$ cat src/rtl/key_pkg.sv
// Shared types and constants for key gesture classification.
// Debounced key inputs are active-low; KEY_PRESSED names that level.
package key_pkg;

  typedef enum logic [2:0] {
    IDLE     = 3'd0,
    PRESS    = 3'd1,
    HOLD     = 3'd2,
    GAP      = 3'd3,
    WAIT_REL = 3'd4
  } key_state_t;

  localparam logic KEY_PRESSED = 1'b0;

endpackage

$ cat src/rtl/key_edge_detect.sv
// Registers a debounced key level and flags press (fall) and release (rise) edges.
// The register resets to the released level, so a key held at reset release reads as a press.
module key_edge_detect
  import key_pkg::*;
(
  input  logic clk,
  input  logic rst,
  input  logic key_in,
  output logic fall,
  output logic rise
);

  logic key_d;

  always_ff @(posedge clk or posedge rst) begin
    if (rst) begin
      key_d <= ~KEY_PRESSED;
    end else begin
      key_d <= key_in;
    end
  end

  assign fall = (key_d != KEY_PRESSED) && (key_in == KEY_PRESSED);
  assign rise = (key_d == KEY_PRESSED) && (key_in != KEY_PRESSED);

endmodule

$ cat src/rtl/key_event_classifier.sv
// Turns a debounced key level into one-cycle gesture events:
// short press, double click, long press and auto-repeat while held.
module key_event_classifier
  import key_pkg::*;
#(
  parameter int LONG_TIME   = 50_000_000,
  parameter int DCLICK_GAP  = 12_500_000,
  parameter int REPEAT_TIME = 5_000_000,
  parameter int CNT_W       = 26
)
(
  input  logic clk,
  input  logic rst,
  input  logic key_in,
  output logic short_press,
  output logic double_click,
  output logic long_press,
  output logic repeat_pulse,
  output logic key_busy
);

  localparam longint CNT_MAX = (longint'(1) << CNT_W) - 1;

  if ((LONG_TIME < 2) || (DCLICK_GAP < 2) || (REPEAT_TIME < 1) ||
      (longint'(LONG_TIME) > CNT_MAX) || (longint'(DCLICK_GAP) > CNT_MAX) ||
      (longint'(REPEAT_TIME) > CNT_MAX)) begin : g_bad_params
    $error("key_event_classifier: timing parameters out of range or CNT_W too narrow");
  end

  // cnt is 0 in the first cycle of a state. PRESS and GAP are entered one
  // cycle after their edge, so their thresholds sit one lower to land
  // long_press at fall+LONG_TIME and short_press at release+DCLICK_GAP.
  // HOLD is entered together with long_press, so it counts the full period.
  localparam logic [CNT_W-1:0] LONG_THR = CNT_W'(LONG_TIME - 2);
  localparam logic [CNT_W-1:0] GAP_THR  = CNT_W'(DCLICK_GAP - 2);
  localparam logic [CNT_W-1:0] REP_THR  = CNT_W'(REPEAT_TIME - 1);
  localparam logic [CNT_W-1:0] CNT_SAT  = '1;

  key_state_t       state, state_next;
  logic [CNT_W-1:0] cnt;
  logic             fall, rise;
  logic             cnt_clr, timed;
  logic             short_nx, double_nx, long_nx, repeat_nx;

  key_edge_detect u_edge (
    .clk    (clk),
    .rst    (rst),
    .key_in (key_in),
    .fall   (fall),
    .rise   (rise)
  );

  assign timed = (state == PRESS) || (state == HOLD) || (state == GAP);

  always_comb begin
    state_next = state;
    cnt_clr    = 1'b0;
    short_nx   = 1'b0;
    double_nx  = 1'b0;
    long_nx    = 1'b0;
    repeat_nx  = 1'b0;
    unique case (state)
      IDLE: begin
        if (fall) state_next = PRESS;
      end
      PRESS: begin
        if (rise) begin
          state_next = GAP;
        end else if (cnt == LONG_THR) begin
          long_nx    = 1'b1;
          state_next = HOLD;
        end
      end
      HOLD: begin
        if (rise) begin
          state_next = IDLE;
        end else if (cnt == REP_THR) begin
          repeat_nx = 1'b1;
          cnt_clr   = 1'b1;
        end
      end
      GAP: begin
        // A fall on the timeout cycle still counts as the second click.
        if (fall) begin
          double_nx  = 1'b1;
          state_next = WAIT_REL;
        end else if (cnt == GAP_THR) begin
          short_nx   = 1'b1;
          state_next = IDLE;
        end
      end
      WAIT_REL: begin
        if (rise) state_next = IDLE;
      end
      default: state_next = IDLE;
    endcase
  end

  always_ff @(posedge clk or posedge rst) begin
    if (rst) begin
      state        <= IDLE;
      cnt          <= '0;
      short_press  <= 1'b0;
      double_click <= 1'b0;
      long_press   <= 1'b0;
      repeat_pulse <= 1'b0;
      key_busy     <= 1'b0;
    end else begin
      state        <= state_next;
      short_press  <= short_nx;
      double_click <= double_nx;
      long_press   <= long_nx;
      repeat_pulse <= repeat_nx;
      key_busy     <= (state_next != IDLE);
      if (cnt_clr || (state_next != state)) begin
        cnt <= '0;
      end else if (timed && (cnt != CNT_SAT)) begin
        cnt <= cnt + CNT_W'(1);
      end
    end
  end

endmodule

$ cat config.mk
export PLATFORM = sky130hd
export DESIGN_NAME = key_event_classifier
export DESIGN_NICKNAME = d
export VERILOG_FILES = /design/src/rtl/key_pkg.sv /design/src/rtl/key_edge_detect.sv /design/src/rtl/key_event_classifier.sv
export SDC_FILE = /design/constraint.sdc
export NUM_CORES = 1
export LEC_CHECK = 0
export CAP_MARGIN = 25
export CORE_UTILIZATION = 45
export DETAILED_ROUTE_END_ITERATION = 12
export GPL_TIMING_DRIVEN = 0
export REMOVE_ABC_BUFFERS = 1
export SYNTH_ARGS = -nofsm -noshare
export SYNTH_HDL_FRONTEND = slang
export SYNTH_SLANG_ARGS = --single-unit
$ cat constraint.sdc
create_clock -name clk -period 2.4 [get_ports clk]
set_input_delay 0.36 -clock clk [delete_from_list [all_inputs] [get_ports clk]]
set_output_delay 0.36 -clock clk [all_outputs]
set_load 0.02 [all_outputs]
# --- Word level (Yosys, flattened, before mapping) ---
# Cells that the tools add are included.
word_totals:
  reg_bits: 35
  word_cells: 50
op_classes:
  addsub: 1
  n_eq_ne: 9
  n_mux: 20
  bitwise: 2
  n_reduce_logical: 10
ops:
  columns: ["op", "n"]
  rows:
  - ["two-way mux 26 bit", 2]
  - ["adder 26 x 1 -> 26 bit, second input constant", 1]
  - ["equality test 26 x 23 -> 1 bit, second input constant", 1]
  - ["equality test 26 x 24 -> 1 bit, second input constant", 1]
  - ["equality test 26 bit, second input constant", 1]
  - ["inequality test 26 bit, second input constant", 1]
  - ["two-way mux 3 bit", 6]
  - ["case mux 3 bit (4 select lines)", 1]
  - ["two-way mux 1 bit", 11]
  - ["equality test 3 x 2 -> 1 bit, second input constant", 2]
  - ["equality test 3 x 1 -> 1 bit, second input constant", 1]
  - ["equality test 3 bit, second input constant", 1]
  - ["logical AND 1 bit", 3]
  - ["zero test 3 bit", 1]
  - ["logical OR 1 bit", 3]
  - ["inequality test 3 bit", 1]
  - ["nonzero test 3 bit", 1]
  - ["inverter 1 bit", 2]
  - ["nonzero test 2 bit", 1]
  - ["OR reduction 2 bit", 1]

# --- Longest topological paths before layout ---
depth:
  word_depth: 7
  mapped_depth: 7
  mapped_depth_nobuf: 6

# --- Hierarchy ---
# A second synthesis with hierarchy kept.
hier_totals:
  cells_unflattened: 210
  area_unflattened_um2: 1959.4
modules_own_cells:
  columns: ["mod", "n_inst", "cells_per_inst", "area_per_inst_um2", "seq_area_each_um2"]
  rows:
  - ["key_event_classifier", 1, 206, 1914.3, 850.8]
  - ["key_edge_detect", 1, 4, 45.0, 26.3]

# --- Least setup slack after synthesis ---
# OpenSTA, ideal clock, no wires.
synth_path:
  path_kind: "reg2reg"
  from: "register cnt[10]"
  to: "register key_busy"
  setup_ns: 0.139
  arrival_ns: 1.933
  slack_ns: 0.328
  stages_incl_launch_ff: 6
  path_buffers: 0
  cell_sequence: "dfrtp_1 -> or4b_1 -> nor3_2 -> nand4_1 -> a211o_1 -> or4b_1"
synth_via:
  elab_chain_len: 5
  word_cells_on_any_way: 8
  classes_between: "eq/ne: 2; mux: 5; reduce/logical: 1"
synth_rtl:
  columns: ["item", "line_no", "text"]
  rows:
  - ["from (decl)", "key_event_classifier.sv:40", "logic [CNT_W-1:0] cnt;"]
  - ["from (signal assigned)", "key_event_classifier.sv:118", "cnt <= cnt + CNT_W'(1);"]
  - ["equality test 26 x 24 -> 1 bit / equality test 26 bit (equally long branches)", "key_event_classifier.sv:87, key_event_classifier.sv:69", null]
  - ["two-way mux 3 bit, on equally long branches", "key_event_classifier.sv:87, key_event_classifier.sv:69", null]
  - ["two-way mux 3 bit, on equally long branches", "key_event_classifier.sv:84, key_event_classifier.sv:67", null]
  - ["case mux 3 bit (4 select lines) *", "key_event_classifier.sv:62", "unique case (state)"]
  - ["named net state_next[0]", "key_event_classifier.sv:39", "key_state_t state, state_next;"]
  - ["nonzero test 3 bit *", "key_event_classifier.sv:114", "key_busy <= (state_next != IDLE);"]
  - ["to (signal assigned)", "key_event_classifier.sv:114", null]
  - ["to (decl)", "key_event_classifier.sv:19", "output logic key_busy"]
# The timed path passes the listed nets; every way through them passes the cells marked *.
# A chain may end at the register's enable or synchronous reset.

# --- Worst setup path after layout ---
layout_path:
  from: "register cnt[15]"
  to: "register key_busy"
# Same word-level chain as after synthesis.

==> impl_results.md <==
* Final Cycle Share at 0.958
* Launching element type of the critical path: flop
* Wire length of the first global-routing pass at 9110 µm
* Vias after detailed routing at 1887
* Number of global-route vias before repair at 1934
* Relative max-transition margin at 0.524
* Largest net degree at the start of global routing at 21
* Hold violation count in the final report at 0
* Final cell utilization of the core at 0.547
* Total of warnings raised by yosys at 0
* Cell at the root of the clock tree: sky130_fd_sc_hd__clkbuf_8
* Number of sinks driven by the clock tree at 35
* ANT nets after route at 0
* Sequential cell area at 877 µm²
* Via density per instance at 6.60
* Final number of max-transition violations at 0
* Outcome: complete, but fails checks
* Final instance area at 2430 µm²
* Final Wtd Congestion at 0.876
* Largest fanout on the critical path at 6
* IO Port Bufs at 7
* Transition at the pin with the smallest max-transition slack at 713 ps
* Area taken by multi-input logic gates at 1210 µm²
* ANT cells at 0
* RSZ-0062 raised after global routing: no
* Setup violators final at 0
* Worst path cell trace: nand4_2, nor4_1, nand4_1, a211o_1, or4b_1
* Leading cell types by total area after synthesis: sky130_fd_sc_hd__dfrtp_1 (40%), sky130_fd_sc_hd__xnor2_1 (4.9%), sky130_fd_sc_hd__nor3_1 (4.7%)
* Routed wire length at 5310 µm
* Failing checks: DRC
* Biggest area consumer among synthesized cells: sky130_fd_sc_hd__dfrtp_1
* Nature of the critical path endpoint: flop
* Fraction of registers with async set or reset after synthesis at 1.00
* Vertical extent of the die at 70.7 µm
* Post-Route Hold Slack at 491 ps
* Avg Synthesized Cell Area at 9.44 µm²
* Share of synthesized area occupied by flip-flops and latches at 0.413
* # IOs at 8
* Yosys top cell area share at 0.400
* Number of library cell types mapped by synthesis at 50
* Later-pin clock latency in the skew report at 280 ps
* Number of enable-type register cells in the synthesized netlist at 0
* Depth of the CTS H-tree at 2
* Delay of the slowest cell on the worst path at 470 ps
* Core Rows at 24
* Number of remaining DRC errors at 5
* Dpl hpwl at 3890 µm
* Max Root-Sink Buffers at 2
* Highest Clock Rate at 0.435 GHz
* Req. time, crit path at 2560 ps
* WL/cell at 18.6 µm
* Count of hold-fix buffers inserted at cts at 0
* Total cell area at the placement stage at 2270 µm²
* Area overhead of the layout relative to synthesis at 14.5%
* Overall die area at 5000 µm²
* Area of the core at 4440 µm²
* Number of detailed-routing iterations run before antenna repair at 8
* Worst ir drop on vdd at 0.000319 V
* Max stage delay cell, worst path: sky130_fd_sc_hd__dfrtp_1
* Clk_skew at 2.24 ps
* Hold WC Path Type: input pin to async pin
* Static Leakage at 0.919 nW
* Iteration-0 DRC count of the detailed router at 114
* Number of max-cap violations at 0
* Total negative slack at 0 ps
* Remaining global-route overflow at 0
* Start-to-end type of the worst setup path: flop to flop
* Fill cell instance count of the final layout at 412
* Clock tree from TritonCTS: built
* Mapped cell area at 2120 µm²
* Post-layout min period at 2300 ps
* Number of antenna violations at the first check in global routing at 0
* Total track usage at 0.227
* Starting density of the core at 0.478
* Clock transition at path regs at 70 ps
* Most used flip-flop cell after synthesis: sky130_fd_sc_hd__dfrtp_1
* CTS Buf Count at 5
* Synthesized instance count at 225
* Share of post-route cells with drive strength above 1 at 0.111
* Pwr Density at 733 nW/µm²
* Arrival time worst endpoint at 2450 ps
* # nets final at 238
* Die boundary width at 70.7 µm
* Total power at 1.78 mW
* Number of synthesized register bits at 35
## path summary, 6_finish.rpt
check	startpoint	endpoint	slack, ps	depth (start not counted)
min in group clk	key_in	u_edge.key_d	550	1
max reg2reg	cnt[15]	key_busy	100	5
min	rst	cnt[6]	490	2
min reg2reg	u_edge.key_d	double_click	610	2
max in group asynchronous	rst	u_edge.key_d	1300	3
max	cnt[15]	key_busy	100	5
## state kept, by name (all words and copies together) (netlist names)
signal and cells:
long_press 1, short_press 1, cnt 26, u_edge.key_d 1, double_click 1, repeat_pulse 1, state 3, key_busy 1
## cells in the final DEF (no fill, tap or decap), types with 2 or more instances in the layout
| cell | synthesis | final |
|---|---|---|
| sky130_fd_sc_hd__a31oi_1 | 4 | 4 |
| sky130_fd_sc_hd__and4_1 | 6 | 6 |
| sky130_fd_sc_hd__nor2_1 | 6 | 6 |
| sky130_fd_sc_hd__a311o_1 | 2 | 2 |
| sky130_fd_sc_hd__xor2_1 | 4 | 4 |
| sky130_fd_sc_hd__a211oi_1 | 12 | 12 |
| sky130_fd_sc_hd__nand2_1 | 10 | 10 |
| sky130_fd_sc_hd__nand4_1 | 12 | 12 |
| sky130_fd_sc_hd__nor4_1 | 4 | 4 |
| sky130_fd_sc_hd__o211ai_1 | 2 | 2 |
| sky130_fd_sc_hd__a311oi_1 | 5 | 5 |
| sky130_fd_sc_hd__ha_1 | 2 | 2 |
| sky130_fd_sc_hd__buf_4 | 0 | 2 |
| sky130_fd_sc_hd__or4_1 | 3 | 2 |
| sky130_fd_sc_hd__dfrtp_1 | 34 | 34 |
| sky130_fd_sc_hd__nor3_4 | 0 | 2 |
| sky130_fd_sc_hd__nand2b_1 | 4 | 4 |
| sky130_fd_sc_hd__or3_1 | 10 | 10 |
| sky130_fd_sc_hd__o21ai_0 | 8 | 8 |
| sky130_fd_sc_hd__or4b_1 | 2 | 2 |
| sky130_fd_sc_hd__nand3b_1 | 2 | 2 |
| sky130_fd_sc_hd__nor3_1 | 20 | 19 |
| sky130_fd_sc_hd__xnor2_1 | 12 | 12 |
| sky130_fd_sc_hd__clkdlybuf4s50_1 | 0 | 7 |
| sky130_fd_sc_hd__inv_1 | 6 | 6 |
| sky130_fd_sc_hd__nor4b_1 | 2 | 2 |
| sky130_fd_sc_hd__clkbuf_8 | 0 | 7 |
| sky130_fd_sc_hd__and3_1 | 4 | 4 |
| sky130_fd_sc_hd__a21oi_1 | 2 | 2 |
| sky130_fd_sc_hd__nand3_1 | 12 | 12 |
## logic make-up (layout without fill, tap and decap cells)
group / Yosys count / count (layout) / share of synthesized area
AO/OA/AOI/OAI: 46 / 46 / 0.157
adder cells (fa/ha/maj): 2 / 2 / 0.0118
XOR/XNOR: 16 / 16 / 0.0660
buffers and inverters: 18 / 27 / 0.0353
flip-flops: 35 / 35 / 0.413
AND/OR/NAND/NOR: 108 / 108 / 0.317
## critical path, delay by kind of cell, from the launching register on
family / cells / cell delay (ps)
simple gates: 4 / 1350
flops: 1 / 470
compound gates: 1 / 350
## Yosys cell counts, types with 2 or more instances
master	count
sky130_fd_sc_hd__nor2_1	6
sky130_fd_sc_hd__nand3_1	12
sky130_fd_sc_hd__nor4b_1	2
sky130_fd_sc_hd__nand4_1	12
sky130_fd_sc_hd__nand2_1	10
sky130_fd_sc_hd__or3_1	10
sky130_fd_sc_hd__nor4_1	4
sky130_fd_sc_hd__o31ai_1	2
sky130_fd_sc_hd__a211oi_1	12
sky130_fd_sc_hd__a31oi_1	4
sky130_fd_sc_hd__nand2b_1	4
sky130_fd_sc_hd__and4_1	6
sky130_fd_sc_hd__nand3b_1	2
sky130_fd_sc_hd__xnor2_1	12
sky130_fd_sc_hd__buf_2	5
sky130_fd_sc_hd__dfrtp_1	34
sky130_fd_sc_hd__o21ai_0	8
sky130_fd_sc_hd__or4_1	3
sky130_fd_sc_hd__xor2_1	4
sky130_fd_sc_hd__a311o_1	2
sky130_fd_sc_hd__a311oi_1	5
sky130_fd_sc_hd__a21oi_1	2
sky130_fd_sc_hd__nor3_1	20
sky130_fd_sc_hd__and3_1	4
sky130_fd_sc_hd__nor3_2	2
sky130_fd_sc_hd__or4b_1	2
sky130_fd_sc_hd__clkbuf_1	6
sky130_fd_sc_hd__inv_1	6
sky130_fd_sc_hd__ha_1	2
sky130_fd_sc_hd__o211ai_1	2
## layer usage
metal / global-route usage / vias up / wire (µm)
met5: 0 / - / 0
met4: 0.0733 / 0 / 100
met3: 0.0370 / 13 / 185
met2: 0.379 / 49 / 2560
met1: 0.301 / 929 / 2460
li1: - / 896 / -
## repair_timing
item,in CTS,in global routing
pin swaps,0,1
gates resized for setup,3,4
cloned,0,0
setup endpoints to repair,9,11
buffers inserted,0,1
## per-stage QoR
stage	cells	worst slack, ps
floorplan	213	-59.4
global placement	272	-805
detailed placement	277	-414
CTS	285	63.3
global route	286	5.20
finish	286	101
## report_power, final
group          internal, mW  switching (mW)  total (mW)
logic                 0.239           0.349       0.587
clock network         0.262           0.205       0.467
registers             0.645          0.0827       0.728
total                  1.15           0.636        1.78
## cell type report
type	instances	share of cell area
Clock buffer	8	0.0412
Inverter	6	0.00926
Multi-Input combinational cell	172	0.499
Sequential cell	35	0.361
Tap cell	52	0.0267
Timing Repair Buffer	13	0.0628
No activity file was read; power rests on OpenSTA's default activity.
